===== src/rtl/cpu_types_pkg.sv =====
// cpu_types_pkg: shared CPU word, opcode and instruction-field types.
package cpu_types_pkg;

    typedef logic [31:0] word_t;

    typedef enum logic [5:0] {
        RTYPE = 6'h00,
        J     = 6'h02,
        JAL   = 6'h03,
        BEQ   = 6'h04,
        BNE   = 6'h05,
        HALT  = 6'h3F
    } opcode_t;

    typedef struct packed {
        opcode_t     opcode;
        logic [4:0]  rs;
        logic [4:0]  rt;
        logic [15:0] imm;
    } i_t;

    typedef struct packed {
        opcode_t     opcode;
        logic [25:0] addr;
    } j_t;

    typedef struct packed {
        word_t instruction;
        word_t instr_npc;
        logic  branch_taken;
    } fd_latch_t;

endpackage


===== src/rtl/fetch_decode_if.sv =====
// fetch_decode_if: fetch/decode pipeline latch outputs and the corrected-target return path.
interface fetch_decode_if
    import cpu_types_pkg::*;
();
    word_t instruction;
    word_t instr_npc;
    logic  branch_taken;
    word_t branch_target;

    modport fetch  (output instruction, instr_npc, branch_taken, input branch_target);
    modport decode (input instruction, instr_npc, branch_taken, output branch_target);
endinterface


===== src/rtl/fetch_predict.sv =====
// fetch_predict: static predictor; backward BEQ/BNE and J/JAL taken, all else falls through.
module fetch_predict
    import cpu_types_pkg::*;
(
    input  word_t instr_i,
    input  word_t npc_i,
    output logic  taken_o,
    output word_t target_o
);
    j_t          jf;
    logic [15:0] imm;
    logic        is_br;
    logic        is_j;
    assign jf       = j_t'(instr_i);
    assign imm      = instr_i[15:0];
    assign is_br    = (jf.opcode == BEQ) || (jf.opcode == BNE);
    assign is_j     = (jf.opcode == J) || (jf.opcode == JAL);
    assign taken_o  = is_j || (is_br && imm[15]);
    assign target_o = is_j    ? {npc_i[31:28], jf.addr, 2'b00} :
                      taken_o ? npc_i + {{14{imm[15]}}, imm, 2'b00} : npc_i;
endmodule


===== src/rtl/fetch_stage.sv =====
// fetch_stage: PC, instruction-memory read, static prediction and the F/D latch.
module fetch_stage
    import cpu_types_pkg::*;
#(
    parameter word_t PC_INIT = 32'h0000_0000
) (
    input  logic  CLK,
    input  logic  nRST,
    input  logic  ihit,
    input  word_t imemload,
    output logic  iREN,
    output word_t iaddr,
    input  logic  fd_stall,
    input  logic  fd_flush,
    input  logic  redirect,
    fetch_decode_if.fetch fdif
);
    word_t     pc_q, pc_d, npc, pred_target;
    logic      halted_q, halted_d, pred_taken, is_halt;
    fd_latch_t latch_q, latch_d;

    assign npc     = pc_q + 32'd4;
    assign is_halt = opcode_t'(imemload[31:26]) == HALT;
    assign iaddr   = pc_q;
    assign iREN    = !halted_q;
    assign fdif.instruction  = latch_q.instruction;
    assign fdif.instr_npc    = latch_q.instr_npc;
    assign fdif.branch_taken = latch_q.branch_taken;

    fetch_predict u_predict (
        .instr_i  (imemload),
        .npc_i    (npc),
        .taken_o  (pred_taken),
        .target_o (pred_target)
    );

    always_comb begin
        pc_d     = pc_q;
        halted_d = halted_q;
        latch_d  = latch_q;
        if (redirect) begin
            pc_d     = fdif.branch_target;
            halted_d = 1'b0;
            latch_d  = '0;
        end else if (fd_stall) begin
            latch_d = fd_flush ? '0 : latch_q;
        end else begin
            latch_d = '0;
            if (!halted_q && ihit) begin
                // HALT parks the PC on itself and is latched exactly once
                pc_d     = is_halt ? pc_q : (pred_taken ? pred_target : npc);
                halted_d = is_halt;
                latch_d  = fd_flush ? '0 : '{imemload, npc, pred_taken};
            end
        end
    end

    always_ff @(posedge CLK or negedge nRST) begin
        if (!nRST) begin
            pc_q     <= PC_INIT;
            halted_q <= 1'b0;
            latch_q  <= '0;
        end else begin
            pc_q     <= pc_d;
            halted_q <= halted_d;
            latch_q  <= latch_d;
        end
    end
endmodule


===== src/flat_wrapper.sv =====
// flat-port wrapper written by rule: the top's interface ports become plain ports
module fetch_stage_flat import cpu_types_pkg::*;
#(
    parameter word_t PC_INIT = 32'h0000_0000
)
  (CLK, nRST, ihit, imemload, iREN, iaddr, fd_stall, fd_flush, redirect, fdif_instruction, fdif_instr_npc, fdif_branch_taken, fdif_branch_target);
  fetch_decode_if fdif_i ();
  input  logic CLK;
  input  logic nRST;
  input  logic ihit;
  input  word_t imemload;
  output logic iREN;
  output word_t iaddr;
  input  logic fd_stall;
  input  logic fd_flush;
  input  logic redirect;
  output wire logic [$bits(fdif_i.instruction)-1:0] fdif_instruction;
  output wire logic [$bits(fdif_i.instr_npc)-1:0] fdif_instr_npc;
  output wire logic [$bits(fdif_i.branch_taken)-1:0] fdif_branch_taken;
  input wire logic [$bits(fdif_i.branch_target)-1:0] fdif_branch_target;
  assign fdif_instruction = fdif_i.instruction;
  assign fdif_instr_npc = fdif_i.instr_npc;
  assign fdif_branch_taken = fdif_i.branch_taken;
  assign fdif_i.branch_target = fdif_branch_target;
  fetch_stage #(.PC_INIT(PC_INIT)) u_core (.CLK(CLK), .nRST(nRST), .ihit(ihit), .imemload(imemload), .iREN(iREN), .iaddr(iaddr), .fd_stall(fd_stall), .fd_flush(fd_flush), .redirect(redirect), .fdif(fdif_i));
endmodule

===== config.mk =====
export PLATFORM = sky130hd
export DESIGN_NAME = fetch_stage_flat
export DESIGN_NICKNAME = d
export VERILOG_FILES = /design/src/rtl/cpu_types_pkg.sv /design/src/rtl/fetch_decode_if.sv /design/src/rtl/fetch_predict.sv /design/src/rtl/fetch_stage.sv /design/src/flat_wrapper.sv
export SDC_FILE = /design/constraint.sdc
export NUM_CORES = 1
export LEC_CHECK = 0
export CAP_MARGIN = 20
export CORE_ASPECT_RATIO = 1.5
export CORE_UTILIZATION = 45
export DETAILED_ROUTE_END_ITERATION = 7
export PLACE_DENSITY = 0.77
export SLEW_MARGIN = 0
export SYNTH_ARGS = -nofsm -noshare
export SYNTH_HDL_FRONTEND = slang
export SYNTH_SLANG_ARGS = --single-unit

===== constraint.sdc =====
create_clock -name CLK -period 3.7 [get_ports CLK]
set_clock_uncertainty 0.15 [all_clocks]
set_input_delay 0.74 -clock CLK [delete_from_list [all_inputs] [get_ports CLK]]
set_output_delay 0.74 -clock CLK [all_outputs]
set_load 0.02 [all_outputs]

== Yosys cells after proc, flatten, opt, wreduce, memory -nomap -nowiden ==
Index checks and enable logic that the tools add are counted.

* Add/sub/neg operators: 2
* Eq/ne operators: 8
* Muxes and demuxes: 14
* Reductions and logical operators: 9

{| class="wikitable"
|+ Operators with widths
! kind !! number
|-
| 2-to-1 mux 65 bit || 5
|-
| 2-to-1 mux 32 bit || 6
|-
| adder 32 x 3 -> 32 bit, second input constant || 1
|-
| adder 32 bit || 1
|-
| equality test 6 x 2 -> 1 bit, second input constant || 2
|-
| equality test 6 x 3 -> 1 bit, second input constant || 2
|-
| equality test 6 bit, second input constant || 1
|-
| logical OR 1 bit || 3
|-
| 2-to-1 mux 1 bit || 3
|-
| != test 3 x 1 -> 1 bit, second input constant || 1
|-
| AND reduction 3 bit || 1
|-
| logical AND 1 bit || 2
|-
| != test 2 x 1 -> 1 bit, second input constant || 1
|-
| != test 2 bit, second input constant || 1
|-
| AND reduction 2 bit || 1
|-
| nonzero test 2 bit || 1
|-
| logical NOT 1 bit || 1
|}

* Flip-flop bits (word level): 98
* Input bits: 70

== Depth between registers and ports, before layout ==
Gate-level depths: netlist of run 1.

* Depth after elaboration: 9
* Gate-level depth with buffers: 15
* Gate-level depth less buffers: 14

== By module ==
From an unflattened synthesis of run 1, not the netlist that was laid out.

* Cells, all modules: 762
* Area, all modules: 6970.4 µm²

{| class="wikitable"
|+ Modules (own cells, without submodules)
! module !! instances !! cells an instance !! area an instance (µm²)
|-
| fetch_stage || 1 || 473 || 4931.0
|-
| fetch_predict || 1 || 289 || 2039.5
|}

== Least setup slack after synthesis of run 1 ==
OpenSTA, ideal clock, no wires.

* Path kind: register to register
* Start point: register u_core.pc_q[4] (netlist: u_core.iaddr[4])
* End point: register u_core.pc_q[17] (netlist: u_core.iaddr[17])
* Setup time: 69 ps
* Arrival time: 3411 ps
* Data required time: 3481 ps
* Path slack: 70 ps
* Cell stages (with the launch flop): 16
* Buffers on the path: 1
* Cell sequence: dfrtp_1 > and4_1 > and3_1 > clkbuf_1 > nand4_1 > xor2_1 > inv_1 > ha_1 > nand2_1 > or3_1 > o211ai_1 > nor2_1 > o21ai_1 > a31oi_1 > or4b_1 > nand3_1

* Longest elaborated chain between the ends: 8

{| class="wikitable"
|+ RTL lines
! what !! line !! text
|-
| start: declaration || fetch_stage.sv:18 || <nowiki>word_t pc_q, pc_d, npc, pred_target;</nowiki>
|-
| start signal: assignment || fetch_stage.sv:64 || <nowiki>pc_q <= pc_d;</nowiki>
|-
| adder 32 x 3 -> 32 bit (*) || fetch_stage.sv:22 || <nowiki>assign npc = pc_q + 32'd4;</nowiki>
|-
| adder 32 bit || fetch_predict.sv:20 || <nowiki>taken_o ? npc_i + {{14{imm[15]}}, imm, 2'b00} : npc_i;</nowiki>
|-
| 2-to-1 mux 32 bit || fetch_predict.sv:19 || <nowiki>assign target_o = is_j ? {npc_i[31:28], jf.addr, 2'b00} :</nowiki>
|-
| 2-to-1 mux 32 bit (*) (2 in a row) || fetch_stage.sv:51 || <nowiki>pc_d = is_halt ? pc_q : (pred_taken ? pred_target : npc);</nowiki>
|-
| 2-to-1 mux 32 bit (*) || fetch_stage.sv:49 || <nowiki>if (!halted_q && ihit) begin</nowiki>
|-
| 2-to-1 mux 32 bit (*) || fetch_stage.sv:45 || <nowiki>end else if (fd_stall) begin</nowiki>
|-
| 2-to-1 mux 32 bit (*) || fetch_stage.sv:41 || <nowiki>if (redirect) begin</nowiki>
|}

Every way passes the cells marked *; elsewhere a longest branch is shown, timed or not. The select of a mux whose other input is x is not followed.
A chain may end at the register's enable or synchronous reset.

== Worst setup path after layout of run 1 ==
* Start point: register u_core.pc_q[18] (netlist: u_core.iaddr[18])
* End point: register u_core.pc_q[31] (netlist: u_core.iaddr[31])

The elaborated chain is that of the path after synthesis.

==> results of run 1 <==
logic make-up after synthesis:
kind of cell             share of synthesized area
buffers and inverters                      0.03101
flip-flops                                  0.3872
multiplexers                              0.007902
AND/OR/NAND/NOR                             0.1618
XOR/XNOR                                   0.06223
adder cells (fa/ha/maj)                    0.07625
AO/OA/AOI/OAI                               0.2736
worst paths after layout:
kind / startpoint / end / slack, ps / cells after the start
min in group CLK: u_core.fdif.instr_npc[2]$_DFFE_PN0P_ / u_core.fdif.instr_npc[2]$_DFFE_PN0P_ / 340 / 2
min: nRST / u_core.fdif.instr_npc[26]$_DFFE_PN0P_ / 240 / 1
max in group asynchronous: nRST / u_core.iaddr[3]$_DFFE_PN0P_ / 2430 / 2
min reg2reg: u_core.fdif.instr_npc[2]$_DFFE_PN0P_ / u_core.fdif.instr_npc[2]$_DFFE_PN0P_ / 340 / 2
max: u_core.iaddr[18]$_DFFE_PN0P_ / u_core.iaddr[31]$_DFFE_PN0P_ / 100 / 16
max reg2reg: u_core.iaddr[18]$_DFFE_PN0P_ / u_core.iaddr[31]$_DFFE_PN0P_ / 100 / 16
synthesized netlist by cell type, types with 19 or more instances:
master | instances | area [sq um]
a21oi_1 | 54 | 270.3
a221oi_1 | 19 | 166.4
a22o_1 | 57 | 499.2
clkbuf_1 | 33 | 123.9
dfrtp_1 | 98 | 2452
ha_1 | 37 | 462.9
nand2_1 | 74 | 277.8
nand3_1 | 23 | 115.1
nor2_1 | 45 | 168.9
o21ai_0 | 49 | 245.2
xnor2_1 | 26 | 227.7
xor2_1 | 19 | 166.4
worst reg2reg max path: cells and delay by family, from the launching register on:
family | cells | cell delay (ps)
fa+ha+maj | 1 | 210
xor+xnor | 2 | 340
flops | 1 | 410
simple gates | 4 | 670
compound gates | 6 | 1220
buf+inv | 3 | 440
power breakdown:
| part | switching [mW] | leakage [nW] | internal (mW) |
|---|---|---|---|
| clock | 0.418 | 0.129 | 0.526 |
| combinational | 0.700 | 2.88 | 0.628 |
| sequential | 0.0525 | 1.29 | 1.12 |
| total | 1.17 | 4.29 | 2.28 |
registers in the layout, summed over array words and instances, names as in the netlist:
register	cells
u_core.fdif.instr_npc	32
u_core.fdif.instruction	32
u_core.halted_q	1
u_core.fdif.branch_taken	1
u_core.iaddr	32
per-stage QoR:
stage | util | hold WS, ps | cell area (sq um) | setup slack (ps)
after global routing | 0.7177 | 294.5 | 9759 | -45.65
after floorplan | - | 294.4 | 6334 | 69.90
final | 0.7177 | 240.1 | 9759 | 104.0
after global placement | 0.6802 | 316.5 | 9249 | -32.22
after detailed placement | 0.6802 | 329.0 | 9249 | -129.9
after CTS | 0.7036 | 270.2 | 9568 | 16.26
final cells by class:
| type | instances | area share |
|---|---|---|
| well taps | 162 | 0.02077 |
| clock buffers | 12 | 0.02423 |
| repair buffers | 320 | 0.2921 |
| clock inverters | 4 | 0.005385 |
| inverters | 15 | 0.005769 |
| flip-flops and latches | 98 | 0.2515 |
| multi-input cells | 554 | 0.4003 |
layer usage:
metal	GRT usage	part of all wire	vias to the layer above
met3	0.04139	0.062	77
met2	0.6392	0.54	362
met1	0.3895	0.36	3468
li1	-	-	3222
met5	0	0	-
met4	0.1448	0.038	0
repair_timing:
action,in CTS,in global routing
resized for setup,5,43
hold buffers,0,0
setup buffers,0,2
cloned,0,0
endpoints found under the setup margin,5,15
pin swaps,0,15
==> results.cfg, run 1 <==
[sta]
period_minus_slack_ps = 3596
max_freq_mhz = 278.1
tightest_slew_ps = 719.7
slew_violations = 0
final.setup.tns_ps = 0
finalCritPeriodShare = 0.9719
rsz0062_at_grt = yes
slew_headroom = 0.5202
setup_viol = 0
finalHoldViolations = 0

[logic_synthesis]
synth_nets = 812
ys_warn_count = 0
synthesis.area_sq_um = 6334
synth_cell_types = 53
ys_async_sr_fraction = 1.000
synth_seq_cells = 98
syn_area_per_cell_sq_um = 8.997
synth_cells = 704
synth_ff_type = dfrtp_1
synth-seq-area-share = 0.3872
synth_edf_count = 0

[final_layout]
num_antenna_cells = 0
final_nets = 1106
drive_gt1_frac = 0.2114
final_cell_mix = clkdlybuf4s50_1, buf_4, dfrtp_1
fillCellCount = 1090
final_common_cell = clkdlybuf4s50_1
area_growth_pct = 54.09
seq_area_sq_um = 2455
final_cell_count_no_fill = 1165
multiInputGateArea_sq_um = 3906

[detailed_routing]
via_count = 7129
ant_nets = 0
via_per_inst = 6.119
wl_mm = 25.04
routedWlPerCell_um = 21.50
first_pass_iters = 5
drc = 0
drt_first_iter_violations = 374

[floorplan]
fp-row-count = 52
core_area_sq_um = 13600
initial_core_util = 0.4658
die_w_um = 98.87
die_h_um = 147.3
io_pins = 168
dieArea_sq_um = 14560

[place]
place_congestion = 1.018
io_buffers = 167
dpl.hpwl_mm = 18.74
dp.cells = 1148

[pwr]
vdd_drop_max_uv = 213.4
p_leak_nw = 4.293
power.density_nw_per_um2 = 353.4
fin_total_pwr_mw = 3.449

[clock_network]
clk_path_buf_depth = 2
cts_tree = built
cts.sinks = 98
cts_buffers = 9
cts_root_buf = clkbuf_16
clk_pin_slew_ps = 70
clk_latency_ps = 340
cts_max_level = 3

[critical_path]
critical-path-slowest-cell = dfrtp_1
crit_fanout = 4
path_buf_inv = 3
critPathCaptureType = flop
start_kind = flop
cp_common_cell = buf_4
worstPathCellList = nand4_1, nor3_2, buf_4, and2_0, buf_4, buf_4, nand3_1, xnor2_1, ha_1, a21o_1, a21o_1, a211o_1, a211o_1, o22ai_2, xor2_1, o221ai_1
max_stage_delay_ps = 410
critical-path-top-delay-family = compound AO/OA/AOI/OAI gates
cp_data_required_time_ps = 3760
arrival_ps = 3650
path_class = reg -> reg

[outcome]
status = complete, no violations

[run]
cap_viol_max_count = 0

[grt]
grt_pass1_vias = 7406
grt_use_total = 0.3432
antenna_found_initial = 0
grt_start_max_net_pins = 65
grt_pass1_wl_mm = 38.72
grt_overflow_total = 0

[min_path]
min_path_type = in -> async
(Power assumes the default switching activity.)
==> inputs of run 2 (changes only) <==
Settings changed: GPL_TIMING_DRIVEN from default to 0.
==> run 2 against run 1 <==
Die area stayed put. Design area is 5.5% lower. Largest power group is now sequential cells. Combinational power down 13%. Worst hold slack worse by 17 ps. First-iteration DRC count rose by 53%. Core utilization fell by 4.0 points. Clock power up 2.8%. Count of clock-buffer cells in the layout unchanged. Worst setup slack got worse by 61 ps. Sequential power about the same. Critical path type unchanged. Routed wire length down 2.8%. Register-to-register slack got worse by 60 ps.
==> results.cfg, run 2 (synthesis gave the netlist of run 1 again) <==
[outcome]
status = complete, no violations

[grt]
grt_busiest_layer = met2
grt_util_met2 = 0.5472
grt_pass1_wl_mm = 35.56
grt_use_met3 = 0.04662
antenna_found_initial = 0
grt_start_max_net_pins = 58
grt_use_total = 0.3222
met1_usage = 0.3802
grt_pass1_vias = 6576
grt_overflow_total = 0

[detailed_routing]
first_pass_iters = 5
wl_mm = 24.35
routedWlPerCell_um = 22.42
via_per_inst = 6.382
drt_first_iter_violations = 571
drc = 0
via_count = 6931
ant_nets = 0

[critical_path]
worstPathCellList = ha_4, nand3_1, xor2_2, inv_1, ha_1, nand4_1, a2111oi_4, nor2_1, o21ai_2, a31oi_1, or4b_1, nand3_1
max_stage_delay_ps = 530
r2r_cells = 12
critPathCapture = u_core.iaddr[17]$_DFFE_PN0P_
crit_fanout = 7
rr_endpoint = u_core.iaddr[17]$_DFFE_PN0P_
critPathCaptureType = flop
critical-path-slowest-cell = a2111oi_4
path_class = reg -> reg
cp_data_required_time_ps = 3840
r2r-start = u_core.iaddr[2]$_DFFE_PN0P_
crit_path_start = u_core.iaddr[2]$_DFFE_PN0P_
rrSetupSlack_ps = 40
cp_common_cell = nand3_1
start_kind = flop
arrival_ps = 3790

[floorplan]
initial_core_util = 0.4658
io_pins = 168
core_area_sq_um = 13600
fp-row-count = 52
die_w_um = 98.87
die_h_um = 147.3
dieArea_sq_um = 14560

[sta]
setup_viol = 0
finalHoldViolations = 0
tightest_slew_ps = 912.1
slew_violations = 0
period_minus_slack_ps = 3657
finalCritPeriodShare = 0.9884
rsz0062_at_grt = yes
max_freq_mhz = 273.5
slew_headroom = 0.3897
fin_ws_ps = 43.07

[final_layout]
final_cell_mix = clkdlybuf4s50_1, dfrtp_1, nand2_1
final_nets = 1027
area_growth_pct = 45.57
num_antenna_cells = 0
drive_gt1_frac = 0.1483
final_common_cell = clkdlybuf4s50_1

[place]
place_congestion = 0.9753
io_buffers = 167
dpl.hpwl_mm = 17.29
dp_slack_ps = -790.4

[pwr]
power.density_nw_per_um2 = 361.0
vdd_drop_max_uv = 241.8
p_leak_nw = 3.870
fin_total_pwr_mw = 3.328

[clock_network]
clk_pin_slew_ps = 70
cts_tree = built
clk_path_buf_depth = 2
cts_max_level = 3
clk_latency_ps = 360
cts_root_buf = clkbuf_16
postCtsHoldBufs = 0
cts_buffers = 9
cts.sinks = 98

[run]
cap_viol_max_count = 0

[min_path]
min_path_type = in -> async
==> run 2: cell types whose count changed in the layout (fill, tap and decap cells not counted), sizes merged <==
cell           delta
buf             -111
clkbuf           +31
clkinv            +2
clkinvlp          -2
bufinv            -1
clkdlybuf4s15     +1
inv               +1
==> run 2: repair_timing <==
item | 4_1_cts | 5_1_grt
resized for setup | 43 | 54
endpoints found under the setup margin | 19 | 14
buffers inserted | 13 | 25
pin swaps | 7 | 14
==> run 2: critical path: cells and delay by family, from the launching register on <==
kind | cells | cell delay (ps)
AO/OA/AOI/OAI | 3 | 850
XOR/XNOR | 1 | 280
adder cells (fa/ha/maj) | 2 | 560
buffers and inverters | 1 | 90
flip-flops | 1 | 470
AND/OR/NAND/NOR | 5 | 1190
==> run 2: worst min-delay path by stage <==
| stage | slack [ps] | endpoint | cells after the start | from |
|---|---|---|---|---|
| floorplan | 290 | u_core.fdif.branch_taken$_DFFE_PN0P_ | 0 | nRST |
| global placement | 310 | u_core.fdif.instr_npc[31]$_DFFE_PN0P_ | 2 | u_core.fdif.instr_npc[31]$_DFFE_PN0P_ |
| detailed placement | 320 | u_core.fdif.branch_taken$_DFFE_PN0P_ | 2 | u_core.fdif.branch_taken$_DFFE_PN0P_ |
| CTS | 250 | u_core.fdif.instr_npc[29]$_DFFE_PN0P_ | 1 | nRST |
| global route | 280 | u_core.fdif.instr_npc[30]$_DFFE_PN0P_ | 1 | nRST |
| finish | 220 | u_core.fdif.instr_npc[29]$_DFFE_PN0P_ | 1 | nRST |
==> run 2: metrics by stage <==
step	TNS [ps]	cells	area, sq um	hold WS, ps	util
final	0	1086	9220	222.9	0.6780
after global routing	-215.3	1086	9220	279.3	0.6780
after CTS	-8.410	1062	8793	253.0	0.6467
after detailed placement	-12050	1034	8233	321.5	0.6054
after global placement	-218080	1033	8208	313.6	0.6036
after floorplan	0	704	6334	294.4	-
==> run 2: power by group <==
part | internal (mW) | leakage (nW) | switching [mW]
Combinational | 0.515 | 2.45 | 0.641
Clock | 0.518 | 0.145 | 0.453
Sequential | 1.13 | 1.27 | 0.0754
==> run 2: routing by layer <==
layer | up-vias | wire [um]
li1 | 3078 | -
met1 | 3342 | 8848
met2 | 405 | 12160
met3 | 106 | 1973
met4 | 0 | 1364
met5 | - | 0
==> run 2: final cells by class <==
class / instances / area [sq um]
multi-input combinational: 554 / 4071
timing repair buffer: 207 / 1988
clock inverter: 4 / 33.78
fill: 1051 / 4378
inverter: 15 / 56.30
sequential: 98 / 2471
buffer: 34 / 130.1
tap: 162 / 202.7
clock buffer: 12 / 266.5
==> inputs of run 3 (changes only) <==
Settings changed: MAX_ROUTING_LAYER from default to met4.
==> run 3 against run 2 <==
The run now ends with setup timing left. Sequential share of layout area down 0.21 points. Total power is 1.3% higher. Count of clock-buffer cells in the layout decreased by 1. Global-route usage grew 1.3 points. Core utilization increased by 0.56 points. Routed wire length up 0.67%. Highest routed layer unchanged.
==> results.cfg, run 3 (synthesis gave the netlist of run 1 again) <==
[outcome]
status = finished, violations left
violations = setup timing

[final_layout]
final_nets = 1038
num_antenna_cells = 0
area_growth_pct = 46.78
drive_gt1_frac = 0.1583
seq_area_sq_um = 2472
final_cell_mix = clkdlybuf4s50_1, dfrtp_1, nand2_1
multiInputGateArea_sq_um = 4044
final_common_cell = clkdlybuf4s50_1
fillCellCount = 1038
final_cell_count_no_fill = 1097

[critical_path]
arrival_ps = 3760
critical-path-top-delay-family = compound AO/OA/AOI/OAI gates
crit_fanout = 6
critical-path-slowest-cell = dfrtp_2
path_depth = 13
start_kind = flop
path_class = reg -> reg
cp_common_cell = a211o_1
worstPathCellList = nand4_1, nor3_4, and2_4, buf_4, nand3_1, xnor2_2, ha_1, a21o_1, a211o_1, a211o_1, o22ai_2, xor2_1, o221ai_1
cp_data_required_time_ps = 3740
max_stage_delay_ps = 430
critPathCaptureType = flop
path_buf_inv = 1
rrSetupSlack_ps = -30
r2r_cells = 13

[sta]
rsz0062_at_grt = yes
finalCritPeriodShare = 1.007
setup_viol = 1
max_freq_mhz = 268.3
finalHoldViolations = 0
whs_ps = 267.8
fin_ws_ps = -26.61
period_minus_slack_ps = 3727
slew_headroom = 0.2604
tightest_slew_ps = 1101
final.setup.tns_ps = -26.61
slew_violations = 0

[clock_network]
cts_root_buf = clkbuf_16
clk_path_buf_depth = 2
cts.sinks = 98
cts_tree = built
clk_latency_ps = 350
postCtsHoldBufs = 0
clk_pin_slew_ps = 70
cts_buffers = 9
cts_max_level = 3

[pwr]
power_switching_mw = 1.154
internal-power_mw = 2.219
vdd_drop_max_uv = 221.4
p_clk_frac = 0.299
fin_total_pwr_mw = 3.373
sequentialPowerShare = 0.355
p_comb_frac = 0.346
netSwitchingFraction = 0.3422
power.density_nw_per_um2 = 362.8
p_leak_nw = 3.930

[detailed_routing]
wl_mm = 24.51
ant_nets = 0
via_count = 6956
drt_first_iter_violations = 567
routedWlPerCell_um = 22.34
drc = 0
first_pass_iters = 5
via_per_inst = 6.341

[floorplan]
initial_core_util = 0.4658
fp-row-count = 52
die_h_um = 147.3
core_area_sq_um = 13600
io_pins = 168
die_w_um = 98.87
dieArea_sq_um = 14560

[place]
io_buffers = 167
dpl.hpwl_mm = 17.35
dp.cells = 1034
place_congestion = 1.012

[min_path]
min_path_type = in -> async

[grt]
grt_pass1_wl_mm = 36.16
grt_pass1_vias = 6582
grt_use_total = 0.3355
grt_overflow_total = 0
grt_start_max_net_pins = 51
antenna_found_initial = 0

[run]
cap_viol_max_count = 0
run 3: cell count changes in the layout (fill, tap and decap cells not counted), sizes merged:
cell	delta
buf	+11
clkinv	+1
bufinv	+1
clkinvlp	-1
clkbuf	-1
run 3: cell type report:
class	instances	share of cell area
Inverter	15	0.006057
Sequential cell	98	0.2659
Clock buffer	11	0.02719
Buffer	34	0.01400
Tap cell	162	0.02180
Clock inverter	5	0.006595
Multi-Input combinational cell	554	0.4350
Timing Repair Buffer	218	0.2234
run 3: power groups by stage:
stage / Clock (mW) / Combinational [mW] / Sequential, mW
after floorplan: 0 / 0.524 / 1.27
after global placement: 0 / 0.955 / 1.22
after detailed placement: 0 / 0.968 / 1.22
after CTS: 1.01 / 1.04 / 1.20
after global routing: 1.05 / 1.25 / 1.20
final: 1.01 / 1.17 / 1.20
run 3: worst paths after layout:
| path | startpoint | end |
|---|---|---|
| min in group CLK | u_core.fdif.instr_npc[6]$_DFFE_PN0P_ | u_core.fdif.instr_npc[6]$_DFFE_PN0P_ |
| hold reg to reg | u_core.fdif.instr_npc[6]$_DFFE_PN0P_ | u_core.fdif.instr_npc[6]$_DFFE_PN0P_ |
| setup / recovery | u_core.iaddr[12]$_DFFE_PN0P_ | u_core.iaddr[31]$_DFFE_PN0P_ |
| max in group asynchronous | nRST | u_core.iaddr[16]$_DFFE_PN0P_ |
| setup reg to reg | u_core.iaddr[12]$_DFFE_PN0P_ | u_core.iaddr[31]$_DFFE_PN0P_ |
| hold / removal | nRST | u_core.fdif.instr_npc[29]$_DFFE_PN0P_ |
run 3: routing by layer:
| metal | up-vias | part of all wire | global-route usage | wire length, um |
|---|---|---|---|---|
| met5 | - | 0 | - | 0 |
| met1 | 3315 | 0.38 | 0.3999 | 9239 |
| met4 | 0 | 0.063 | 0.1940 | 1532 |
| met2 | 424 | 0.49 | 0.5409 | 11900 |
| met3 | 106 | 0.075 | 0.04615 | 1842 |
| li1 | 3111 | - | - | - |
run 3: metrics by stage:
stage	setup slack, ps	area (sq um)	util
floorplan	69.90	6334	-
global placement	-2111	8208	0.6036
detailed placement	-812.9	8233	0.6054
CTS	-46.11	8811	0.6480
global route	-125.2	9296	0.6837
finish	-26.61	9296	0.6837
run 3: what timing repair did:
action                                  CTS  global route
endpoints found under the hold margin     0             0
cloned                                    0             0
resized for setup                        41            53
pin swaps                                 8            19
setup buffers                            15            35
endpoints found under the setup margin   19            16
